--- src/rtl/ct_seq.sv ---
// rtl/ct_seq.sv - sequential sort-and-reduce calculator
// Latches NUM unsigned operands plus an opcode. Sorts them ascending with an
// odd-even transposition network, one pass per cycle. Then computes SUM,
// RANGE, MEDIAN or WSUM and presents the result for one cycle.
// Optional feature macro: CT_SEQ_SAT_EN. When it is defined, SUM/WSUM
// overflow clamps to all ones instead of wrapping.
// Ports:
//   clk, rst_n           clock, asynchronous active-low reset
//   in_valid, in_ready   input handshake (in_ready high only when idle)
//   opcode[2:0]          [1:0] operation, [2] WSUM weight order
//   in_data              NUM packed operands, operand 0 in the LSBs
//   out_valid, out_n     one-cycle result pulse; out_n is 0 otherwise
module ct_seq #(
    parameter int NUM   = 6,
    parameter int WIDTH = 4,
    parameter int OUT_W = 9
) (
    input  logic                 clk,
    input  logic                 rst_n,
    input  logic                 in_valid,
    output logic                 in_ready,
    input  logic [2:0]           opcode,
    input  logic [NUM*WIDTH-1:0] in_data,
    output logic                 out_valid,
    output logic [OUT_W-1:0]     out_n
);

    localparam int CNT_W = $clog2(NUM);
    // The weight sum 1+..+NUM is below (NUM+1)^2, so this width holds WSUM exactly.
    localparam int ACC_B = WIDTH + 2 * $clog2(NUM + 1) + 1;
    localparam int ACC_W = (ACC_B > OUT_W) ? ACC_B : OUT_W;

    typedef enum logic [1:0] {
        S_IDLE,
        S_SORT,
        S_CALC,
        S_OUT
    } state_t;

    state_t           state_q, state_d;
    logic [CNT_W-1:0] cnt_q, cnt_d;
    logic [2:0]       op_q, op_d;
    logic [WIDTH-1:0] s_q [NUM];
    logic [WIDTH-1:0] s_d [NUM];
    logic [OUT_W-1:0] res_q, res_d;
    logic [ACC_W-1:0] full;
    logic [OUT_W-1:0] reduced;

    always_ff @(posedge clk or negedge rst_n) begin
        if (!rst_n) begin
            state_q <= S_IDLE;
            cnt_q   <= '0;
            op_q    <= '0;
            res_q   <= '0;
            for (int i = 0; i < NUM; i++) begin
                s_q[i] <= '0;
            end
        end else begin
            state_q <= state_d;
            cnt_q   <= cnt_d;
            op_q    <= op_d;
            res_q   <= res_d;
            s_q     <= s_d;
        end
    end

    // Full-precision reduction over the sorted registers.
    always_comb begin
        full = '0;
        case (op_q[1:0])
            2'b00: begin
                for (int i = 0; i < NUM; i++) begin
                    full = full + ACC_W'(s_q[i]);
                end
            end
            2'b01: full = ACC_W'(s_q[NUM-1]) - ACC_W'(s_q[0]);
            2'b10: full = ACC_W'(s_q[NUM/2]);
            default: begin
                for (int i = 0; i < NUM; i++) begin
                    full = full + ACC_W'(s_q[i]) *
                           (op_q[2] ? ACC_W'(NUM - i) : ACC_W'(i + 1));
                end
            end
        endcase
    end

    // RANGE and MEDIAN always fit, so only SUM/WSUM can be affected here.
    always_comb begin
`ifdef CT_SEQ_SAT_EN
        if (full > ACC_W'({OUT_W{1'b1}})) begin
            reduced = '1;
        end else begin
            reduced = full[OUT_W-1:0];
        end
`else
        reduced = full[OUT_W-1:0];
`endif
    end

    always_comb begin
        state_d = state_q;
        cnt_d   = cnt_q;
        op_d    = op_q;
        res_d   = res_q;
        s_d     = s_q;
        case (state_q)
            S_IDLE: begin
                if (in_valid) begin
                    for (int i = 0; i < NUM; i++) begin
                        s_d[i] = in_data[i*WIDTH +: WIDTH];
                    end
                    op_d    = opcode;
                    cnt_d   = '0;
                    state_d = S_SORT;
                end
            end
            S_SORT: begin
                // Even passes pair (0,1),(2,3)..; odd passes pair (1,2),(3,4)..
                // Pairs within a pass are disjoint, so each one reads s_q directly.
                for (int i = 0; i < NUM - 1; i++) begin
                    if (((i % 2) == int'(cnt_q[0])) && (s_q[i] > s_q[i+1])) begin
                        s_d[i]   = s_q[i+1];
                        s_d[i+1] = s_q[i];
                    end
                end
                if (cnt_q == CNT_W'(NUM - 1)) begin
                    cnt_d   = '0;
                    state_d = S_CALC;
                end else begin
                    cnt_d = cnt_q + 1'b1;
                end
            end
            S_CALC: begin
                res_d   = reduced;
                state_d = S_OUT;
            end
            S_OUT: begin
                state_d = S_IDLE;
            end
            default: begin
                state_d = S_IDLE;
            end
        endcase
    end

    assign in_ready  = (state_q == S_IDLE);
    assign out_valid = (state_q == S_OUT);
    assign out_n     = out_valid ? res_q : '0;

endmodule

--- config.mk ---
export PLATFORM = sky130hd
export DESIGN_NAME = ct_seq
export DESIGN_NICKNAME = d
export VERILOG_FILES = /design/src/rtl/ct_seq.sv
export SDC_FILE = /design/constraint.sdc
export NUM_CORES = 1
export LEC_CHECK = 0
export ABC_AREA = 1
export CAP_MARGIN = 20
export CELL_PAD_IN_SITES_DETAIL_PLACEMENT = 0
export CELL_PAD_IN_SITES_GLOBAL_PLACEMENT = 1
export CORE_ASPECT_RATIO = 0.9
export CORE_MARGIN = 2
export CORE_UTILIZATION = 34
export CTS_CLUSTER_SIZE = 28
export DETAILED_ROUTE_END_ITERATION = 16
export DONT_BUFFER_PORTS = 1
export PLACE_DENSITY_LB_ADDON = 0.1
export SETUP_SLACK_MARGIN = 0.3
export SLEW_MARGIN = 20
export SYNTH_ARGS = -nofsm -noshare
export SYNTH_HDL_FRONTEND = slang
export SYNTH_SLANG_ARGS = --single-unit
--- constraint.sdc ---
create_clock -name clk -period 7.3 [get_ports clk]
set_input_delay 0.73 -clock clk [delete_from_list [all_inputs] [get_ports clk]]
set_output_delay 0.73 -clock clk [all_outputs]
set_load 0.02 [all_outputs]
# [Yosys cells after proc, flatten, opt, wreduce, memory -nomap -nowiden]
# Index checks and enable logic that the tools add are counted.
[classes] magnitude_cmp=5 n_reduce_logical=17 n_bitwise=1 multipliers=6 muxes=21 add_sub_neg=12 eq_ne=14
[op_table] operator="24-bit case mux with 2 select lines" n=1
[op_table] operator="4-bit by 3-bit multiplier with 7-bit output" n=6
[op_table] operator="8-bit two-way mux" n=5
[op_table] operator="9-bit by 7-bit adder with 9-bit output" n=3
[op_table] operator="9-bit case mux with 3 select lines" n=1
[op_table] operator="24-bit two-way mux" n=1
[op_table] operator="3-bit two-way mux" n=8
[op_table] operator="4-bit greater-than comparator" n=5
[op_table] operator="3-bit AND reduction" n=6
[op_table] operator="3-bit inequality test, second input constant" n=4
[op_table] operator="8-bit by 4-bit adder with 9-bit output" n=1
[op_table] operator="8-bit by 7-bit adder with 9-bit output" n=1
[op_table] operator="9-bit two-way mux" n=1
[op_table] operator="7-bit by 4-bit adder with 8-bit output" n=1
[op_table] operator="7-bit by 7-bit adder with 8-bit output" n=1
[op_table] operator="2-bit inequality test, second input constant" n=4
[op_table] operator="2-bit case mux with 4 select lines" n=1
[op_table] operator="6-bit by 4-bit adder with 7-bit output" n=1
[op_table] operator="5-bit by 4-bit adder with 6-bit output" n=1
[op_table] operator="2-bit equality test, second input constant" n=3
[op_table] operator="3-bit case mux with 2 select lines" n=1
[op_table] operator="2-bit AND reduction" n=3
[op_table] operator="4-bit by 4-bit adder with 5-bit output" n=1
[op_table] operator="1-bit logical AND" n=5
[op_table] operator="other kinds (8)" n=11
[totals] reg_bits=41 inputBits=30 out_inout_bits=11 elab_cells=86

# [Logic depth before layout (Yosys ltp)]
# Gate-level depths: netlist of the first run.
[logic_depth] word_depth=8 mapped_depth=25 depth_no_buf=23

# [Worst setup path before layout of the first run]
# OpenSTA, ideal clock, no wires.
[synth_path] path_kind="reg2reg" start="reg op_q[2]" end="reg res_q[6]" slack_ns=2.104 period_less_slack_ns=5.196 stages_incl_launch_ff=21 setup_time_ns=0.077 n_path_buf=2 arrival_ns=5.118 t_required_ns=7.223 cell_sequence="dfrtp_1 -> clkbuf_1 -> buf_1 -> nor2_1 -> fa_1 -> inv_1 -> fa_1 -> fa_1 -> inv_1 -> fa_1 -> fa_1 -> fa_1 -> inv_1 -> fa_1 -> inv_1 -> nand2_1 -> a21oi_1 -> nor2_1 -> nand2_1 -> nand3_1 -> a21oi_1"
[synth_via] elab_chain_len=8 word_cells_on_any_way=18 cone_classes="5 x add/sub; 6 x mul; 7 x mux"
[synth_lines] item="from (decl)" line="42" source="logic [2:0] op_q, op_d;"
[synth_lines] item="from (signal assigned)" line="61" source="op_q <= op_d;"
[synth_lines] item="3-bit two-way mux" line="81" source="(op_q[2] ? ACC_W'(NUM - i) : ACC_W'(i + 1));"
[synth_lines] item="4-bit by 3-bit multiplier with 7-bit output" line="80" source="full = full + ACC_W'(s_q[i]) *"
[synth_lines] item="7-bit by 7-bit adder with 8-bit output" line="80"
[synth_lines] item="8-bit by 7-bit adder with 9-bit output" line="80"
[synth_lines] item="9-bit by 7-bit adder with 9-bit output (2 in a row)" line="80"
[synth_lines] item="9-bit by 7-bit adder with 9-bit output (*)" line="80"
[synth_lines] item="9-bit case mux with 3 select lines (*)" line="70" source="case (op_q[1:0])"
[synth_lines] item="to (signal assigned)" line="62" source="res_q <= res_d;"
[synth_lines] item="to (decl)" line="45" source="logic [OUT_W-1:0] res_q, res_d;"
# Every way passes the cells marked *; elsewhere a longest branch is shown, timed or not.
# A chain may end at the register's enable or synchronous reset.

# [Worst setup path in the final report of the first run]
# Same ends and word-level chain as after synthesis.

==> results of run 1 <==
sequential cells by signal, summed over array words and instances, names as in the netlist:
name and count:
op_q 3, cnt_q 3, s_q 24, res_q 9, state_q 2
layout make-up:
class | count | area [um2]
Fill cell | 1766 | 10220
Multi-Input combinational cell | 540 | 3994
Sequential cell | 41 | 1026
Inverter | 169 | 634.4
Tap cell | 207 | 259.0
Clock buffer | 6 | 138.9
Clock inverter | 2 | 13.76
Timing Repair Buffer | 1 | 7.507
placed cells by master (no fill, tap or decap), types with 2 or more instances in the layout:
| master | instances |
|---|---|
| nand2_1 | 197 |
| inv_1 | 166 |
| fa_1 | 66 |
| ha_1 | 65 |
| nand3_1 | 55 |
| nor2_1 | 41 |
| dfrtp_1 | 41 |
| o21ai_0 | 28 |
| a21oi_1 | 28 |
| nand4_1 | 17 |
| conb_1 | 8 |
| o21bai_1 | 6 |
| nand3b_1 | 6 |
| clkbuf_16 | 5 |
| mux2i_1 | 4 |
| o21ai_1 | 4 |
| inv_2 | 3 |
| xnor2_1 | 2 |
| nand3_2 | 2 |
path summary, 6_finish.rpt:
check	cells past startpoint	start	to	slack [ns]
worst max-delay path	20	op_q[2]$_DFFE_PN0P_	res_q[6]$_DFFE_PN0P_	1.37
worst min-delay path	0	rst_n	res_q[1]$_DFFE_PN0P_	0.12
worst max register to register	20	op_q[2]$_DFFE_PN0P_	res_q[6]$_DFFE_PN0P_	1.37
worst min register to register	1	cnt_q[2]$_DFFE_PN0P_	cnt_q[2]$_DFFE_PN0P_	0.48
max in group asynchronous	0	rst_n	s_q[23]$_DFFE_PN0P_	7.07
min in group clk	1	cnt_q[2]$_DFFE_PN0P_	cnt_q[2]$_DFFE_PN0P_	0.48
per-stage QoR:
step,cells,hold WS [ns],utilization [%]
after floorplan,771,0.4344,-
after global placement,958,0.4355,36.33
after detailed placement,958,0.4355,36.33
after CTS,966,0.1132,37.27
after global routing,966,0.1049,37.27
final,966,0.1237,37.27
routing by layer:
metal  global-route usage, %  share of wire [%]  up-vias
met4                   3.588               0.95        0
met1                   26.39                 49     2304
met2                   29.67                 45       98
met5                       0                  0        -
li1                        -                  -     2349
met3                   3.223                4.9       11
worst max-delay path, stage by stage (launching register included):
cell and delay [ns]:
dfrtp_1 1.03, inv_1 0.43, nand2_1 0.17, o21ai_0 0.11, ha_1 0.30, inv_1 0.05, fa_1 0.49, fa_1 0.51
inv_1 0.05, fa_1 0.47, fa_1 0.52, fa_1 0.57, inv_1 0.07, fa_1 0.41, inv_1 0.11, nand2_1 0.06
a21oi_1 0.18, nor2_1 0.06, nand2_1 0.05, nand3_1 0.07, a21oi_1 0.13
cell families after synthesis:
| logic type | count (synthesis) | share of synthesized area [%] |
|---|---|---|
| fa+ha+maj | 131 | 37.35 |
| mux | 4 | 0.7007 |
| xor+xnor | 2 | 0.3066 |
| compound gates | 73 | 7.051 |
| buf+inv | 190 | 12.55 |
| simple gates | 322 | 23.95 |
| flops | 41 | 17.95 |
| other cells | 2 | 0.1314 |
==> run metrics, run 1 <==
share of flip-flops with an asynchronous set or reset=100.0%; CTS clk-pin slew, worst paths=~0.06 ns; CTS Hold Buffers Added=0; Max transition margin=between 30% and 40%; cell with the most instances after synthesis=nand2_1; H-tree Lvls=2; share of layout cells above drive strength 1=2.503%; 1st-iter DRT viols=264; post-route ant nets=0; Worst Hold Class=in -> async; first-pass GRT wire length=25570 um; Remaining Overflow, GRT=0; final period utilization=81.21%; Post-layout nets=919; DRC viols=0; cell area after synthesis=0.005714 mm2; final setup fails=0; row count=44; Antenna Diode Count=0; DR pass1 iterations=5; Area after DPL=around 0.0059 mm2; wire per inst=16.13 um; Final Critical Period=5.928 ns; vias in the first global route=approximately 5000; post-DR vias/cell=4.930; core region area=0.01630 mm2; RePlAce Congestion=0.8295; Worst Skew=0.003975 ns; CP Class=reg -> reg; Post-synth top cells=197 x nand2_1, 166 x inv_1, 66 x fa_1, 65 x ha_1, 55 x nand3_1; Top-Level Pins=41; CTS buffer count=5; Final Worst Setup Slack=between 1 and 1.5 ns; Avg Cell Area, Syn=7.470 um2; initial antenna violation count=0; Worst-Skew Late Latency=0.30 ns; largest net degree at the start of global routing=42; Distinct cells, synth=32; RSZ-0062 raised after global routing=no; # Max-Cap Violations=0; Synth Warn #=0; dpl ws=1.405 ns; setup TNS=0 ns; die area=0.01786 mm2; TritonCTS sink count=41; Arr. time, crit path=6.15 ns; synthesized instance count=765; Pins Over Slew Limit=0; Crit Path Max Fanout=38; crit end category=register; final instance area=0.006073 mm2; Critical Path RT=7.52 ns; status=completed; CP startpoint kind=register; Yosys reg bits=just over 40; post-synth top area cell=fa_1; EDFF count, synth=0; Synth top area share=a little under a quarter; post-CTS sizing=0; Starting Density=35.07%; Setup Buffers After CTS=0; DR vias=4762; drt total wl=15590 um; Synth area leaders=fa_1 23%, dfrtp_1 18%, ha_1 14%; Seq/Total Area, Yosys=17.95%; Most used DFF post-synth=dfrtp_1; GRT Overall Usage=18.44%; Area Growth Syn to Fin=6.284%; FMAX=168.7 MHz; clock buffer depth=2; Clock Root Buffer=clkbuf_16; TritonCTS clock tree=built; worst slew pin tran=1.044 ns; Hold Violations, Final=0; HPWL reported at the end of detailed placement=between 10000 and 15000 um; die width=140.7 um; die height=127.0 um; I/O Buffers=0
Power of run 1 is not shown: default switching activity piles up to over one toggle a cycle in this logic, so the estimate is an artifact.
==> inputs of run 2 (changes only) <==
- clock period: 7.3 -> 6.1 ns (I/O delays scaled with it)
==> run 2 against run 1 <==
Compared with the run above:
- fmax increased by 13%
- critical path depth increased by 3
- wire length decreased by 0.89%
- global-route usage decreased by 0.29 points
==> run metrics, run 2 (same netlist as run 1, synthesis figures left out) <==
Crit Path Max Fanout=29; drt total wl=between 15000 and 20000 um; GRT Overall Usage=18.14%; top sig layer=met4; status=completed; CTS buffer count=5; worst slew pin tran=0.5974 ns; met2 routed WL=7231 um; most common cell after layout, fill and taps aside=nand2_1; post-DR vias/cell=4.867; largest register by flop count=s_q; CP Class=reg -> reg; Pins Over Slew Limit=0; Worst Hold Class=in -> async; crit end category=register; Clock Root Buffer=clkbuf_16; CTS clk-pin slew, worst paths=0.07 ns; Met1 Wirelength=7401 um; wire per inst=15.94 um; clock buffer depth=2; DR vias=about 4700; Final Critical Period=5.264 ns; I/O Buffers=0; vias in the first global route=4895; Critical Path RT=approximately 6.3 ns; die width=140.7 um; setup TNS=0 ns; 1st-iter DRT viols=222; CP startpoint kind=register; post-route ant nets=0; final period utilization=a little under nine tenths; Worst-Skew Late Latency=0.30 ns; first-pass GRT wire length=around 25000 um; Setup Buffers After CTS=0; biggest regs=s_q: 24 flops, res_q: 9 flops; Top-Level Pins=41; max FFs per register=24; DR pass1 iterations=5; share of layout cells above drive strength 1=2.887%; Layout fillers=between 1500 and 2000; final setup fails=0; Post-layout nets=922; core region area=0.01630 mm2; HPWL reported at the end of detailed placement=12900 um; Area Growth Syn to Fin=7.751%; commonest cells after routing, fill and taps aside=197 x nand2_1, 166 x inv_1, 66 x fa_1; TritonCTS sink count=41; CP startpoint=op_q[2]$_DFFE_PN0P_; RePlAce Congestion=0.8538; RSZ-0062 raised after global routing=no; die height=127.0 um; row count=44; Arr. time, crit path=approximately 5.5 ns; H-tree Lvls=2; TritonCTS clock tree=built; Remaining Overflow, GRT=0; Worst Skew=0.009634 ns; r2r startpoint=op_q[2]$_DFFE_PN0P_; Starting Density=about a third; DRC viols=0; Max transition margin=60.17%; # Max-Cap Violations=0; largest net degree at the start of global routing=42; wire length on met3=between 600 and 700 um; initial antenna violation count=0; Hold Violations, Final=0; FMAX=around 190 MHz; die area=0.01786 mm2; Antenna Diode Count=0
run 2: cell types whose count changed in the layout (fill, tap and decap cells not counted):
cell	delta
clkbuf_8	-1
bufinv_16	+2
clkinv_4	-1
buf_4	+2
clkinv_2	-1
buf_16	+1
inv_6	+1
run 2: routing by layer:
metal	track usage (%)	vias to the layer above
met5	0	-
met1	25.20	2277
met4	3.647	0
met2	29.93	79
li1	-	2348
met3	3.336	12
run 2: per-stage QoR:
step | cell area [um2] | setup WS [ns] | hold WS (ns) | instances | utilization, %
floorplan | 5737 | 0.9041 | 0.3144 | 771 | -
global placement | 5936 | 0.9045 | 0.3154 | 960 | 36.43
detailed placement | 5936 | 0.8673 | 0.3155 | 960 | 36.43
CTS | 6157 | 0.8228 | 0.1551 | 969 | 37.78
global route | 6157 | 0.4868 | 0.1527 | 969 | 37.78
finish | 6157 | 0.8360 | 0.1500 | 969 | 37.78
run 2: final timing paths:
check	endpoint	slack [ns]	cells after the start
max reg2reg	res_q[6]$_DFFE_PN0P_	0.84	23
max	res_q[6]$_DFFE_PN0P_	0.84	23
min in group clk	op_q[1]$_DFFE_PN0P_	0.47	2
max in group asynchronous	s_q[17]$_DFFE_PN0P_	5.74	1
min	op_q[1]$_DFFE_PN0P_	0.15	1
min reg2reg	res_q[2]$_DFFE_PN0P_	0.48	2
run 2: layout make-up:
| class | instances | area, um2 | area share (%) |
|---|---|---|---|
| Timing Repair Buffer | 4 | 50.05 | 0.8128 |
| Inverter | 169 | 634.4 | 10.30 |
| Clock buffer | 5 | 125.1 | 2.032 |
| Clock inverter | 3 | 68.82 | 1.118 |
| Multi-Input combinational cell | 540 | 3994 | 64.86 |
| Tap cell | 207 | 259.0 | 4.206 |
| Sequential cell | 41 | 1026 | 16.66 |
run 2: worst max-delay path, stage by stage, from the launching register on:
cell and delay [ns]:
dfrtp_1 0.50, buf_4 0.33, nor2_1 0.12, o21bai_1 0.17, ha_1 0.29, inv_1 0.05, fa_1 0.48, inv_1 0.06
fa_1 0.50, fa_1 0.54, inv_1 0.05, fa_1 0.52, inv_1 0.04, ha_1 0.27, ha_1 0.19, inv_1 0.06
fa_1 0.35, inv_1 0.11, nand2_1 0.06, a21oi_1 0.16, nor2_1 0.06, nand2_1 0.06, nand3_1 0.07, a21oi_1 0.12
run 2: what timing repair did:
action,in CTS,in global routing
endpoints found under the setup margin,0,0
endpoints found under the hold margin,41,0
gates resized for setup,0,0
hold buffers,1,0
Power of run 2 is left out for the same reason.
